### config.mk
export PLATFORM = sky130hd
export DESIGN_NAME = fpu_sequencer
export DESIGN_NICKNAME = d
export VERILOG_FILES = /design/src/rtl/fpu_pkg.sv /design/src/rtl/fpu_op_class.sv /design/src/rtl/fpu_sequencer.sv
export SDC_FILE = /design/constraint.sdc
export NUM_CORES = 1
export LEC_CHECK = 0
export CAP_MARGIN = 20
export CORE_AREA = 2 2 240 242
export DETAILED_ROUTE_END_ITERATION = 7
export DIE_AREA = 0 0 242 244
export GPL_ROUTABILITY_DRIVEN = 0
export PLACE_DENSITY = 0.47
export SYNTH_ARGS = -nofsm -noshare
export SYNTH_HDL_FRONTEND = slang
export SYNTH_SLANG_ARGS = --single-unit
### constraint.sdc
create_clock -name i_clk -period 2.59 [get_ports i_clk]
set_input_delay 0.6475 -clock i_clk [delete_from_list [all_inputs] [get_ports i_clk]]
set_output_delay 0.6475 -clock i_clk [all_outputs]
set_load 0.02 [all_outputs]
### src/rtl/fpu_pkg.sv
// Shared FPU encodings: fpu_op values, unit indices, sequencer state and op-class bundle.
// Used by the decoder, the sequencer and hazard logic.
package fpu_pkg;

  localparam logic [4:0] FADD    = 5'b00000;
  localparam logic [4:0] FSUB    = 5'b00001;
  localparam logic [4:0] FMUL    = 5'b00010;
  localparam logic [4:0] FDIV    = 5'b00011;
  localparam logic [4:0] FSQRT   = 5'b00100;
  localparam logic [4:0] FCVT_LD = 5'b00101;
  localparam logic [4:0] FCVT_DL = 5'b00110;
  localparam logic [4:0] FMV_XD  = 5'b00111;
  localparam logic [4:0] FMV_DX  = 5'b01000;
  localparam logic [4:0] FOP_INV = 5'b11111;

  localparam int U_ADD     = 0;
  localparam int U_MUL     = 1;
  localparam int U_DIV     = 2;
  localparam int U_CVT     = 3;
  localparam int NUM_UNITS = 4;

  typedef enum logic [1:0] {
    ST_IDLE = 2'd0,
    ST_EXEC = 2'd1,
    ST_RESP = 2'd2
  } seq_state_t;

  typedef struct packed {
    logic [NUM_UNITS-1:0] unit_sel;   // one-hot target unit, zero for move/illegal
    logic                 is_move;
    logic                 is_illegal;
    logic                 to_int;
  } op_class_t;

endpackage

### src/rtl/fpu_op_class.sv
// Combinational fpu_op classifier: target unit one-hot, move/illegal flags and
// integer-destination flag.
module fpu_op_class
  import fpu_pkg::*;
(
  input  logic [4:0] i_op,
  output op_class_t  o_cls
);

  always_comb begin
    o_cls = '0;
    case (i_op)
      FADD, FSUB:       o_cls.unit_sel[U_ADD] = 1'b1;
      FMUL:             o_cls.unit_sel[U_MUL] = 1'b1;
      FDIV, FSQRT:      o_cls.unit_sel[U_DIV] = 1'b1;
      FCVT_LD, FCVT_DL: o_cls.unit_sel[U_CVT] = 1'b1;
      FMV_XD, FMV_DX:   o_cls.is_move         = 1'b1;
      default:          o_cls.is_illegal      = 1'b1;
    endcase
    o_cls.to_int = (i_op == FCVT_LD) || (i_op == FMV_XD);
  end

endmodule

### src/rtl/fpu_sequencer.sv
// FPU execution sequencer: dispatches a decoded op to one of four FP units (or
// handles fmv locally), waits for completion with a timeout, returns the result.
module fpu_sequencer
  import fpu_pkg::*;
#(
  parameter int XLEN    = 64,
  parameter int TIMEOUT = 64
) (
  input  logic                      i_clk,
  input  logic                      i_rst,
  input  logic                      i_req_valid,
  output logic                      o_req_ready,
  input  logic [4:0]                i_req_op,
  input  logic [XLEN-1:0]           i_req_rs1,
  input  logic [XLEN-1:0]           i_req_rs2,
  input  logic [4:0]                i_req_rd,
  output logic [NUM_UNITS-1:0]      o_unit_start,
  output logic [4:0]                o_unit_op,
  output logic [XLEN-1:0]           o_unit_a,
  output logic [XLEN-1:0]           o_unit_b,
  input  logic [NUM_UNITS-1:0]      i_unit_done,
  input  logic [NUM_UNITS*XLEN-1:0] i_unit_result,
  output logic                      o_rsp_valid,
  input  logic                      i_rsp_ready,
  output logic [XLEN-1:0]           o_rsp_data,
  output logic [4:0]                o_rsp_rd,
  output logic                      o_rsp_to_int,
  output logic                      o_rsp_err
);

  localparam int CNT_W = $clog2(TIMEOUT + 1);

  seq_state_t           r_state;
  logic [NUM_UNITS-1:0] r_unit_start;
  logic [NUM_UNITS-1:0] r_sel;
  logic [4:0]           r_op;
  logic [XLEN-1:0]      r_a;
  logic [XLEN-1:0]      r_b;
  logic [4:0]           r_rd;
  logic                 r_to_int;
  logic                 r_rsp_valid;
  logic [XLEN-1:0]      r_rsp_data;
  logic                 r_rsp_err;
  logic [CNT_W-1:0]     r_cnt;

  op_class_t                        w_cls;
  logic                             w_done;
  logic                             w_timeout;
  logic [NUM_UNITS-1:0][XLEN-1:0]   w_res_masked;
  logic [XLEN-1:0]                  w_res;

  fpu_op_class u_op_class (
    .i_op  (i_req_op),
    .o_cls (w_cls)
  );

  for (genvar k = 0; k < NUM_UNITS; k++) begin : g_res
    assign w_res_masked[k] = r_sel[k] ? i_unit_result[k*XLEN +: XLEN] : '0;
  end

  always_comb begin
    w_res = '0;
    for (int k = 0; k < NUM_UNITS; k++) w_res = w_res | w_res_masked[k];
  end

  // Done is only honoured on the selected unit and never in the start-pulse cycle.
  assign w_done      = (|(i_unit_done & r_sel)) && (r_unit_start == '0);
  assign w_timeout   = (r_cnt == CNT_W'(TIMEOUT - 1));
  assign o_req_ready = (r_state == ST_IDLE);

  always_ff @(posedge i_clk) begin
    if (i_rst) begin
      r_state      <= ST_IDLE;
      r_unit_start <= '0;
      r_sel        <= '0;
      r_op         <= '0;
      r_a          <= '0;
      r_b          <= '0;
      r_rd         <= '0;
      r_to_int     <= 1'b0;
      r_rsp_valid  <= 1'b0;
      r_rsp_data   <= '0;
      r_rsp_err    <= 1'b0;
      r_cnt        <= '0;
    end else begin
      r_unit_start <= '0;
      case (r_state)
        ST_IDLE: begin
          if (i_req_valid) begin
            r_op     <= i_req_op;
            r_a      <= i_req_rs1;
            r_b      <= i_req_rs2;
            r_rd     <= i_req_rd;
            r_to_int <= w_cls.to_int;
            r_sel    <= w_cls.unit_sel;
            r_cnt    <= '0;
            if (w_cls.is_move) begin
              r_rsp_data  <= i_req_rs1;
              r_rsp_err   <= 1'b0;
              r_rsp_valid <= 1'b1;
              r_state     <= ST_RESP;
            end else if (w_cls.is_illegal) begin
              r_rsp_data  <= '0;
              r_rsp_err   <= 1'b1;
              r_rsp_valid <= 1'b1;
              r_state     <= ST_RESP;
            end else begin
              r_unit_start <= w_cls.unit_sel;
              r_state      <= ST_EXEC;
            end
          end
        end
        ST_EXEC: begin
          r_cnt <= r_cnt + 1'b1;
          if (w_done) begin
            r_rsp_data  <= w_res;
            r_rsp_err   <= 1'b0;
            r_rsp_valid <= 1'b1;
            r_state     <= ST_RESP;
          end else if (w_timeout) begin
            r_rsp_data  <= '0;
            r_rsp_err   <= 1'b1;
            r_rsp_valid <= 1'b1;
            r_state     <= ST_RESP;
          end
        end
        ST_RESP: begin
          if (i_rsp_ready) begin
            r_rsp_valid <= 1'b0;
            r_state     <= ST_IDLE;
          end
        end
        default: r_state <= ST_IDLE;
      endcase
    end
  end

  assign o_unit_start = r_unit_start;
  assign o_unit_op    = r_op;
  assign o_unit_a     = r_a;
  assign o_unit_b     = r_b;
  assign o_rsp_valid  = r_rsp_valid;
  assign o_rsp_data   = r_rsp_data;
  assign o_rsp_rd     = r_rd;
  assign o_rsp_to_int = r_to_int;
  assign o_rsp_err    = r_rsp_err;

endmodule
==> results of run 1 <==
synth_stat cells (all sizes together):
cell type	number
a211o	2
a211oi	3
a21oi	278
a22o	2
a22oi	130
a2bb2oi	2
a31o	2
a32oi	1
and2	2
and3	65
buf	33
clkbuf	89
dfxtp	222
ha	1
inv	1
mux2i	3
nand2	347
nand2b	1
nand3	4
nand4	2
nand4b	1
nor2	21
nor2b	2
nor3	4
nor3b	3
nor4	2
o211ai	1
o21ai	64
o21bai	1
o22ai	1
or2	2
or3	3
or4b	1
xor2	1
cells by family after synthesis:
| logic type | count (synthesis) | share of synthesized area |
|---|---|---|
| adders and majority gates | 1 | 0.00127 |
| muxes | 3 | 0.00306 |
| xor gates and xnor gates | 1 | 0.000892 |
| buffers and inverters | 123 | 0.0558 |
| AOI/OAI and AO/OA | 487 | 0.286 |
| and+or+nand+nor | 460 | 0.200 |
| DFF | 222 | 0.452 |
sequential cells by signal, indices dropped and copies added (netlist names):
register and flops:
r_state 2, o_unit_b 64, o_rsp_data 64, o_rsp_valid 1
o_unit_a 64, o_unit_op 5, o_rsp_rd 5, r_cnt 7
o_unit_start 4, o_rsp_to_int 1, o_rsp_err 1, r_sel 4
power groups by stage:
stage | clock [mW] | sequential (mW) | combinational, mW
after floorplan | 0 | 3.94 | 0.535
after global placement | 0 | 3.75 | 2.05
after detailed placement | 0 | 3.75 | 2.05
after CTS | 4.07 | 3.68 | 2.06
after global routing | 4.18 | 3.70 | 2.16
final | 3.93 | 3.68 | 2.03
metal layers:
| metal | wire (µm) | vias up | share of wire | global-route usage |
|---|---|---|---|---|
| li1 | - | 5658 | - | - |
| met1 | 22200 | 5554 | 0.40 | 0.204 |
| met2 | 26500 | 508 | 0.48 | 0.307 |
| met3 | 4470 | 74 | 0.081 | 0.0516 |
| met4 | 1860 | 4 | 0.034 | 0.0628 |
| met5 | 22 | - | 0.00040 | 0 |
critical path: cells and delay by family, from the launching register on:
| kind | cells | cell delay [ns] |
|---|---|---|
| buf+inv | 1 | 0.41 |
| flops | 1 | 0.40 |
| simple gates | 1 | 0.29 |
layout make-up:
class / instances / area (µm²) / area share
Tap cell: 756 / 946 / 0.0530
Antenna cell: 1 / 2.50 / 0.000140
Clock buffer: 40 / 837 / 0.0469
Timing Repair Buffer: 651 / 6630 / 0.372
Multi-Input combinational cell: 952 / 4880 / 0.273
Sequential cell: 222 / 4460 / 0.250
Inverter: 1 / 3.75 / 0.000210
Clock inverter: 9 / 77.6 / 0.00435
worst min-delay path by stage:
stage               depth (start not counted)  slack (ns)             to
floorplan                                   2        0.47       r_cnt[5]
global placement                            2        0.44    o_unit_b[6]
detailed placement                          2        0.45   o_unit_b[53]
CTS                                         2        0.39  o_rsp_data[2]
global route                                2        0.40  o_rsp_data[2]
finish                                      2        0.42   o_unit_b[58]
timing repair:
action / in CTS / in global routing
hold buffers: 0 / 0
resized for setup: 1 / 0
setup endpoints to repair: 1 / 0
stage by stage:
step                total power, mW  setup WS (ns)  instances
floorplan                      4.47          0.487       1297
global placement               5.79        -0.0535       2582
detailed placement             5.80         -0.106       2582
CTS                            9.81          0.214       2631
global route                   10.0          0.202       2631
finish                         9.63          0.289       2632
==> run summary, run 1 <==
Final HPWL DP = 41.0 mm
Max clock buf depth = 3
YS warnings = 0
CTS sink cnt = 222
Synthesized area = 9820 µm²
Crit Path Category = register to output port
Overflow after GRT = 0
Final worst path period share = 0.888
R2r worst-path depth = 7
Largest net degree at the start of global routing = 114
Unrepaired setup endpoints after global routing = false
Worst r2r src = r_cnt[0]
Combinational share of power = 0.210
Syn_area_per_cell = 7.57 µm²
Worst path required time = 1.94 ns
Final Instance Area = 17800 µm²
Most frequent cells in the layout = 609 x clkdlybuf4s50_1, 346 x nand2_1, 277 x a21oi_1
Tot GR Track Use = 0.176
R2r setup slk = 0.60 ns
CP Launch Type = register
Critical Path End Type = output port
Initial antenna violation count = 2
Worst skew pair latency = 0.57 ns
Fmax = 435 MHz
Clock Pin Slew Worst Setup and Hold Paths = 0.06 ns
Pwr per Cell Area = 540 nW/µm²
Clock power share = 0.408
Max-slew violations = 0
Pleak = 6.16 nW
Arrival time worst endpoint = 1.65 ns
Sum of negative setup slack = 0 ns
Die area = 59000 µm²
Die height = 244 µm
Synth Instances = 1297
Root buffer cell = clkbuf_16
Post-DRT Antenna Nets = 0
Unique masters post-synth = 39
PortBufs = 611
Crit path from = r_state[1]
CP max stage delay = 0.41 ns
Worst ir drop on vdd = 0.000453 V
Hold_ws = 0.423 ns
Core area = 56200 µm²
Die W = 242 µm
Max Cap Viol = 0
Top cells by area, synth = dfxtp_1 45%, a21oi_1 14%, nand2_1 13%
Sw Ratio = 0.278
Vias in the first global route = 11814
HP Class = input pin to register
CTS tree = yes
TritonCTS Buffers = 28
Layout cells sized above 1 = 0.0539
Worst slew pin tran = 0.604 ns
Vias = 11798
Largest area contributor in the netlist = dfxtp_1
Sequential-to-total area share from yosys stat = 0.452
Crit path cell chain = nor2_2 -> dlygate4sd2_1
Post-CTS setup buffer count = 0
Area growth, synth to finish = 81.6%
Final #Nets = 2259
Drt total wl = 55.0 mm
Status = complete, no violations
Slew Limit Headroom = 0.597
Internal = 6.95 mW
Initial Util = 0.175
Drt first pass iters = 8
Vias per inst = 4.48
Min Tclk post-route = 2.30 ns
Yosys top cell area share = 0.452
Iteration-0 DRC Markers = 452
Reg power frac = 0.382
H-tree levels = 1
# IOs = 612
Critical-path top delay cell = dlygate4sd2_1
Hold Vio Cnt, Final = 0
Fill cells = 6023
Final Util = 0.318
Most common cell after layout, fill and taps aside = clkdlybuf4s50_1
# setup viols final = 0
First-pass GRT wire length = 78.8 mm
Worst Setup EP = o_req_ready
Wirelength per Cell = 20.9 µm
FF-to-FF End = o_rsp_err
Crit-path max FO = 9
DRC Markers = 0
Hold Path Origin = i_rst
Yosys reg bits = 222
P_sw = 2.68 mW
Worst Clk Skew = 0.0183 ns
Cell row count = 87
Placed Area = 16900 µm²
Syn Nets = 1700
No activity file was read; power rests on OpenSTA's default activity.
==> run 2: changes to the inputs <==
--- a/config.mk
+++ b/config.mk
@@ -11,6 +11,7 @@
 export DIE_AREA = 0 0 242 244
 export GPL_ROUTABILITY_DRIVEN = 0
 export PLACE_DENSITY = 0.47
+export SLEW_MARGIN = 20
 export SYNTH_ARGS = -nofsm -noshare
 export SYNTH_HDL_FRONTEND = slang
 export SYNTH_SLANG_ARGS = --single-unit
==> results of run 2 <==
No change in the layout: final DEF, timing and power equal those of run 1.
